===== src/rtl/divider_pkg.sv =====
// Shared types and constants for the divider scheduler.
package divider_pkg;

   typedef enum logic [1:0] {
      IDLE  = 2'd0,
      RUN   = 2'd1,
      DRAIN = 2'd2
   } state_t;

   localparam int unsigned MIN_DIV = 1;

endpackage


===== src/rtl/divider_scheduler_if.sv =====
// Divisor request channels for the host path (A) and the sweep engine (B).
interface divider_scheduler_if #(
   parameter int unsigned BITS = 8
);
   logic            a_valid;
   logic [BITS-1:0] a_divisor;
   logic            a_ready;
   logic            b_valid;
   logic [BITS-1:0] b_divisor;
   logic            b_ready;

   modport master (
      output a_valid, a_divisor, b_valid, b_divisor,
      input  a_ready, b_ready
   );

   modport slave (
      input  a_valid, a_divisor, b_valid, b_divisor,
      output a_ready, b_ready
   );
endinterface


===== src/rtl/rr_arb2.sv =====
// Two-way round-robin arbiter; the pointer flips to the other side after each grant.
module rr_arb2 (
   input  logic       clock_in,
   input  logic       reset,
   input  logic [1:0] valid,
   input  logic       enable,
   output logic [1:0] grant
);

   logic ptr_q;
   logic ptr_d;

   always_comb begin
      grant = 2'b00;
      if (enable) begin
         if (valid == 2'b11) begin
            grant = ptr_q ? 2'b10 : 2'b01;
         end else begin
            grant = valid;
         end
      end
   end

   always_comb begin
      ptr_d = ptr_q;
      if (grant[0]) begin
         ptr_d = 1'b1;
      end else if (grant[1]) begin
         ptr_d = 1'b0;
      end
   end

   always_ff @(posedge clock_in or negedge reset) begin
      if (!reset) begin
         ptr_q <= 1'b0;
      end else begin
         ptr_q <= ptr_d;
      end
   end

endmodule


===== src/rtl/divider_scheduler.sv =====
// Starts/stops the shared clock divider and applies arbitrated divisor updates
// only at divider output rising edges.
module divider_scheduler
   import divider_pkg::*;
#(
   parameter int unsigned BITS        = 8,
   parameter int unsigned DEFAULT_DIV = 1,
   parameter int unsigned BURST_BITS  = 16
) (
   input  logic                  clock_in,
   input  logic                  reset,
   input  logic                  start,
   input  logic                  stop,
   input  logic [BURST_BITS-1:0] burst_len,
   input  logic                  div_clk,
   divider_scheduler_if.slave    req,
   output logic [BITS-1:0]       divisor_out,
   output logic                  div_reset_n,
   output logic                  busy,
   output logic                  pending,
   output logic                  done
);

   state_t                state_q, state_d;
   logic                  div_clk_q;
   logic [BITS-1:0]       divisor_q, divisor_d;
   logic [BITS-1:0]       shadow_q, shadow_d;
   logic                  pending_q, pending_d;
   logic [BURST_BITS-1:0] burst_cnt_q, burst_cnt_d;
   logic                  cont_q, cont_d;
   logic                  div_reset_n_q, div_reset_n_d;
   logic                  busy_q, busy_d;
   logic                  done_q, done_d;

   logic                  rise;
   logic                  arb_en;
   logic [1:0]            grant;
   logic                  acc;
   logic [BITS-1:0]       req_div;
   logic [BITS-1:0]       acc_div;

   assign rise    = div_clk & ~div_clk_q;
   // Requests are refused while a shadowed divisor is still waiting for its edge.
   assign arb_en  = reset & ((state_q == IDLE) | ~pending_q);
   assign acc     = |grant;
   assign req_div = grant[1] ? req.b_divisor : req.a_divisor;
   assign acc_div = (req_div == '0) ? BITS'(MIN_DIV) : req_div;

   assign req.a_ready = grant[0];
   assign req.b_ready = grant[1];

   rr_arb2 u_arb (
      .clock_in (clock_in),
      .reset    (reset),
      .valid    ({req.b_valid, req.a_valid}),
      .enable   (arb_en),
      .grant    (grant)
   );

   always_ff @(posedge clock_in or negedge reset) begin
      if (!reset) begin
         state_q <= IDLE;
      end else begin
         state_q <= state_d;
      end
   end

   always_comb begin
      state_d     = state_q;
      divisor_d   = divisor_q;
      shadow_d    = shadow_q;
      pending_d   = pending_q;
      burst_cnt_d = burst_cnt_q;
      cont_d      = cont_q;

      case (state_q)
         IDLE: begin
            if (acc) begin
               divisor_d = acc_div;
            end
            if (start && !stop) begin
               burst_cnt_d = burst_len;
               cont_d      = (burst_len == '0);
               state_d     = RUN;
            end
         end
         RUN: begin
            if (rise && pending_q) begin
               divisor_d = shadow_q;
               pending_d = 1'b0;
            end
            if (acc) begin
               shadow_d  = acc_div;
               pending_d = 1'b1;
            end
            if (rise && !cont_q) begin
               burst_cnt_d = burst_cnt_q - BURST_BITS'(1);
               if (burst_cnt_q == BURST_BITS'(1)) begin
                  state_d = DRAIN;
               end
            end
            if (stop) begin
               state_d = DRAIN;
            end
         end
         DRAIN: begin
            if (!div_clk) begin
               // Leaving: anything outstanding goes straight to the divider.
               state_d = IDLE;
               if (pending_q) begin
                  divisor_d = shadow_q;
                  pending_d = 1'b0;
               end
               if (acc) begin
                  divisor_d = acc_div;
               end
            end else begin
               if (rise && pending_q) begin
                  divisor_d = shadow_q;
                  pending_d = 1'b0;
               end
               if (acc) begin
                  shadow_d  = acc_div;
                  pending_d = 1'b1;
               end
            end
         end
         default: begin
            state_d = IDLE;
         end
      endcase

      div_reset_n_d = (state_d != IDLE);
      busy_d        = (state_d != IDLE);
      done_d        = (state_q != IDLE) && (state_d == IDLE);
   end

   always_ff @(posedge clock_in or negedge reset) begin
      if (!reset) begin
         div_clk_q     <= 1'b0;
         divisor_q     <= BITS'(DEFAULT_DIV);
         shadow_q      <= '0;
         pending_q     <= 1'b0;
         burst_cnt_q   <= '0;
         cont_q        <= 1'b0;
         div_reset_n_q <= 1'b0;
         busy_q        <= 1'b0;
         done_q        <= 1'b0;
      end else begin
         div_clk_q     <= div_clk;
         divisor_q     <= divisor_d;
         shadow_q      <= shadow_d;
         pending_q     <= pending_d;
         burst_cnt_q   <= burst_cnt_d;
         cont_q        <= cont_d;
         div_reset_n_q <= div_reset_n_d;
         busy_q        <= busy_d;
         done_q        <= done_d;
      end
   end

   assign divisor_out = divisor_q;
   assign div_reset_n = div_reset_n_q;
   assign busy        = busy_q;
   assign pending     = pending_q;
   assign done        = done_q;

endmodule


===== src/flat_wrapper.sv =====
// flat-port wrapper written by rule: the top's interface ports become plain ports
module divider_scheduler_flat import divider_pkg::*;
#(
   parameter int unsigned BITS        = 8,
   parameter int unsigned DEFAULT_DIV = 1,
   parameter int unsigned BURST_BITS  = 16
)
  (clock_in, reset, start, stop, burst_len, div_clk, divisor_out, div_reset_n, busy, pending, done, req_a_valid, req_a_divisor, req_b_valid, req_b_divisor, req_a_ready, req_b_ready);
  divider_scheduler_if #(.BITS(BITS)) req_i ();
  input  logic clock_in;
  input  logic reset;
  input  logic start;
  input  logic stop;
  input  logic [BURST_BITS-1:0] burst_len;
  input  logic div_clk;
  output logic [BITS-1:0] divisor_out;
  output logic div_reset_n;
  output logic busy;
  output logic pending;
  output logic done;
  input wire logic [$bits(req_i.a_valid)-1:0] req_a_valid;
  input wire logic [$bits(req_i.a_divisor)-1:0] req_a_divisor;
  input wire logic [$bits(req_i.b_valid)-1:0] req_b_valid;
  input wire logic [$bits(req_i.b_divisor)-1:0] req_b_divisor;
  output wire logic [$bits(req_i.a_ready)-1:0] req_a_ready;
  output wire logic [$bits(req_i.b_ready)-1:0] req_b_ready;
  assign req_i.a_valid = req_a_valid;
  assign req_i.a_divisor = req_a_divisor;
  assign req_i.b_valid = req_b_valid;
  assign req_i.b_divisor = req_b_divisor;
  assign req_a_ready = req_i.a_ready;
  assign req_b_ready = req_i.b_ready;
  divider_scheduler #(.BITS(BITS), .DEFAULT_DIV(DEFAULT_DIV), .BURST_BITS(BURST_BITS)) u_core (.clock_in(clock_in), .reset(reset), .start(start), .stop(stop), .burst_len(burst_len), .div_clk(div_clk), .req(req_i), .divisor_out(divisor_out), .div_reset_n(div_reset_n), .busy(busy), .pending(pending), .done(done));
endmodule

===== config.mk =====
export PLATFORM = sky130hd
export DESIGN_NAME = divider_scheduler_flat
export DESIGN_NICKNAME = d
export VERILOG_FILES = /design/src/rtl/divider_pkg.sv /design/src/rtl/divider_scheduler_if.sv /design/src/rtl/rr_arb2.sv /design/src/rtl/divider_scheduler.sv /design/src/flat_wrapper.sv
export SDC_FILE = /design/constraint.sdc
export NUM_CORES = 1
export LEC_CHECK = 0
export ABC_AREA = 1
export BUFFER_PORTS_ARGS = -buffer_cell sky130_fd_sc_hd__buf_2
export CAP_MARGIN = 40
export CORE_MARGIN = 2
export CORE_UTILIZATION = 50
export CTS_CLUSTER_DIAMETER = 60
export CTS_CLUSTER_SIZE = 20
export DETAILED_ROUTE_END_ITERATION = 16
export MAX_ROUTING_LAYER = met4
export PLACE_DENSITY_LB_ADDON = 0.05
export SYNTH_ARGS = -nofsm -noshare
export SYNTH_HDL_FRONTEND = slang
export SYNTH_SLANG_ARGS = --single-unit
export TNS_END_PERCENT = 10

===== constraint.sdc =====
create_clock -name clock_in -period 1.8 [get_ports clock_in]
set_input_delay 0 -clock clock_in [delete_from_list [all_inputs] [get_ports clock_in]]
set_output_delay 0 -clock clock_in [all_outputs]
set_load 0.01 [all_outputs]

==> qor.csv <==
metric,value,unit
DR pass1 iterations,5,
Die Ht,77.03,um
slowest CP cell,dfrtp_1,
Setup Crit Path Kind,reg2reg,
Routed WL,7118,um
layout cell share with drive strength beyond 1,28.72,%
clk slew on worst S/H paths,0.08,ns
Tot GR Track Use,26.25,%
leakage,1.799,nW
post-synth cell types,42,
relative slew slack,65.69,%
wire length per cell,13.01,um
"most common cell after layout, fill and taps aside",nand2_1,
critical path data required time,1.98,ns
Avg Synthesized Cell Area,6.980,um2
TritonCTS Buffers,5,
WP data arrival,2.07,ns
Setup WS pre-CTS,-0.1020,ns
Fin Hold WS,0.006733,ns
vias in the first global route,2734,
core area,5140,um2
type of the worst min-delay path,in2reg,
most frequent cells in the layout,"nand2_1, buf_2, nor2_1, inv_1, dfrtp_1",
via/cell ratio,5.225,
Initial DRC Count,171,
GP Congestion,0.8614,
# port buffers,52,
final setup TNS,-0.5793,ns
Worst setup EP type,flip-flop,
Post-DRT Antenna Nets,0,
initial antenna violation count,0,
RSZ-0062 raised after global routing,true,
Max Freq,0.5294,GHz
total gr overflow,0,
Sink Count,40,
overall power,6.270,mW
fin crit share,104.9,%
Clock Latency Late Sink,0.30,ns
drt drc,0,
die area,5933,um2
final design utilization,68.38,%
status,finished with violations,
syn nets,427,
synthesized instance count,382,
detailed placement HPWL,5193,um
Worst VDD drop,0.9124,mV
CP peak stage delay,0.44,ns
worst-path cell chain,inv_2 > ha_4 > inv_4 > a21oi_4 > nand2_4 > clkinv_4 > nor2_4 > clkinv_4 > buf_6 > nand2_1 > o21ai_2 > nor2_1 > o21ai_1 > nand2_1,
setup violators final,9,
Yosys reg bits,40,
n_diodes,0,
Clock H-tree levels,2,
first-pass GRT wire length,12300,um
Final Max Tran Viols,0,
Layout fillers,466,
"Area growth, synth to finish",31.82,%
final setup margin,-0.08909,ns
MaxCap Viol Count,0,
Final Cell Area,3515,um2
RR Startpoint,u_core.state_q[1],
Startpoint Class,flip-flop,
post-route minimum period,1.889,ns
pin count of the biggest net entering global routing,40,
Crit. Startpoint,u_core.state_q[1],
clock skew,0.01103,ns
via count,2858,
io pins,53,
Nets,521,
sequential share of the synthesized area,37.59,%
Final Hold Fails,0,
# rows,26,
Worst-Margin Slew,0.5146,ns
hold_sp,burst_len[11],
CTS max path bufs,2,
initial core utilization,51.87,%
width of the die,77.03,um
final non-filler cell total,547,
Root Driver,clkbuf_8,
worst-path maximum fanout,7,
placed cells,529,
synthesized cell area,2666,um2
worst path buffer plus inverter count,5,
placed instance area,3247,um2
pwr dens,1784,nW/um2
CTS tree,done,
Ys Warns,0,
cell family with most CP delay,flip-flops,
failing checks,setup timing,
==> cell type report <==
class | instances | area, um2 | area share, %
Multi-Input combinational cell | 282 | 1493 | 42.47
Sequential cell | 40 | 1002 | 28.52
Timing Repair Buffer | 98 | 640.6 | 18.23
Inverter | 49 | 197.7 | 5.625
Tap cell | 70 | 87.58 | 2.492
Clock buffer | 7 | 86.33 | 2.456
Clock inverter | 1 | 7.507 | 0.2136
==> report_power, final <==
| group | switching [mW] | internal, mW | total (mW) |
|---|---|---|---|
| clock network | 0.338 | 0.312 | 0.651 |
| registers | 0.338 | 1.35 | 1.69 |
| logic | 2.28 | 1.64 | 3.93 |
| total | 2.96 | 3.31 | 6.27 |
==> repair_timing <==
item | 4_1_cts | 5_1_grt
gates resized for setup | 6 | 29
hold buffers | 8 | 0
pin swaps | 7 | 3
endpoints found under the setup margin | 29 | 32
setup buffers | 0 | 1
endpoints found under the hold margin | 46 | 0
cloned | 1 | 0
==> Yosys cell counts (all sizes together) <==
master	number	area, um2
nand2	92	355.3
o21ai	64	335.3
inv	45	168.9
nor2	45	176.4
dfrtp	39	975.9
a21oi	20	111.4
nand3	16	80.08
clkbuf	7	26.28
ha	6	75.07
o22ai	6	43.79
buf	5	42.53
nand3b	5	37.54
nor3	5	25.02
nor4	5	31.28
clkinv	4	21.27
xor2	4	35.03
or2	3	18.77
o211ai	2	15.01
a211oi	1	7.510
a22oi	1	7.510
dfstp	1	26.28
mux2i	1	10.01
nand4	1	6.260
nor3b	1	7.510
o221ai	1	8.760
o32ai	1	8.760
xnor2	1	8.760
==> state kept, by name (all words and copies together), names as in the netlist <==
signal	flops
u_core.burst_cnt_q	16
u_core.divisor_out	8
u_core.shadow_q	8
u_core.state_q	2
u_core.cont_q	1
u_core.div_clk_q	1
u_core.div_reset_n	1
u_core.done	1
u_core.pending	1
u_core.u_arb.ptr_q	1
==> tightest hold or removal path: stages <==
cell and delay (ns):
buf_2 0.09, o21ai_0 0.06, o21ai_1 0.12
==> path summary, 6_finish.rpt <==
path	to	slack, ns	cells after the start
worst max-delay path	u_core.divisor_out[5]	-0.09	14
worst min-delay path	u_core.burst_cnt_q[11]	0.007	3
worst max register to register	u_core.divisor_out[5]	-0.09	14
worst min register to register	u_core.divisor_out[0]	0.49	2
max in group asynchronous	u_core.divisor_out[0]	1.02	3
min in group asynchronous	u_core.pending	0.05	2
==> kinds of logic (layout without fill, tap and decap cells) <==
| group | count (synthesis) | count (layout) | share of synthesized area, % |
|---|---|---|---|
| AO/OA/AOI/OAI | 96 | 96 | 20.18 |
| multiplexers | 1 | 1 | 0.3754 |
| AND/OR/NAND/NOR | 173 | 174 | 27.69 |
| XOR/XNOR | 5 | 5 | 1.642 |
| buffers and inverters | 61 | 155 | 9.713 |
| flip-flops | 40 | 40 | 37.59 |
| adder cells (fa/ha/maj) | 6 | 6 | 2.816 |
==> layer usage <==
metal  vias up  wire, um  global-route usage (%)
li1       1441         -                       -
met1      1309      3492                   36.82
met2       102      3092                   39.30
met3         6       469                   5.176
met4         0        63                   6.607
met5         -         0                       -
(Power assumes the default switching activity.)
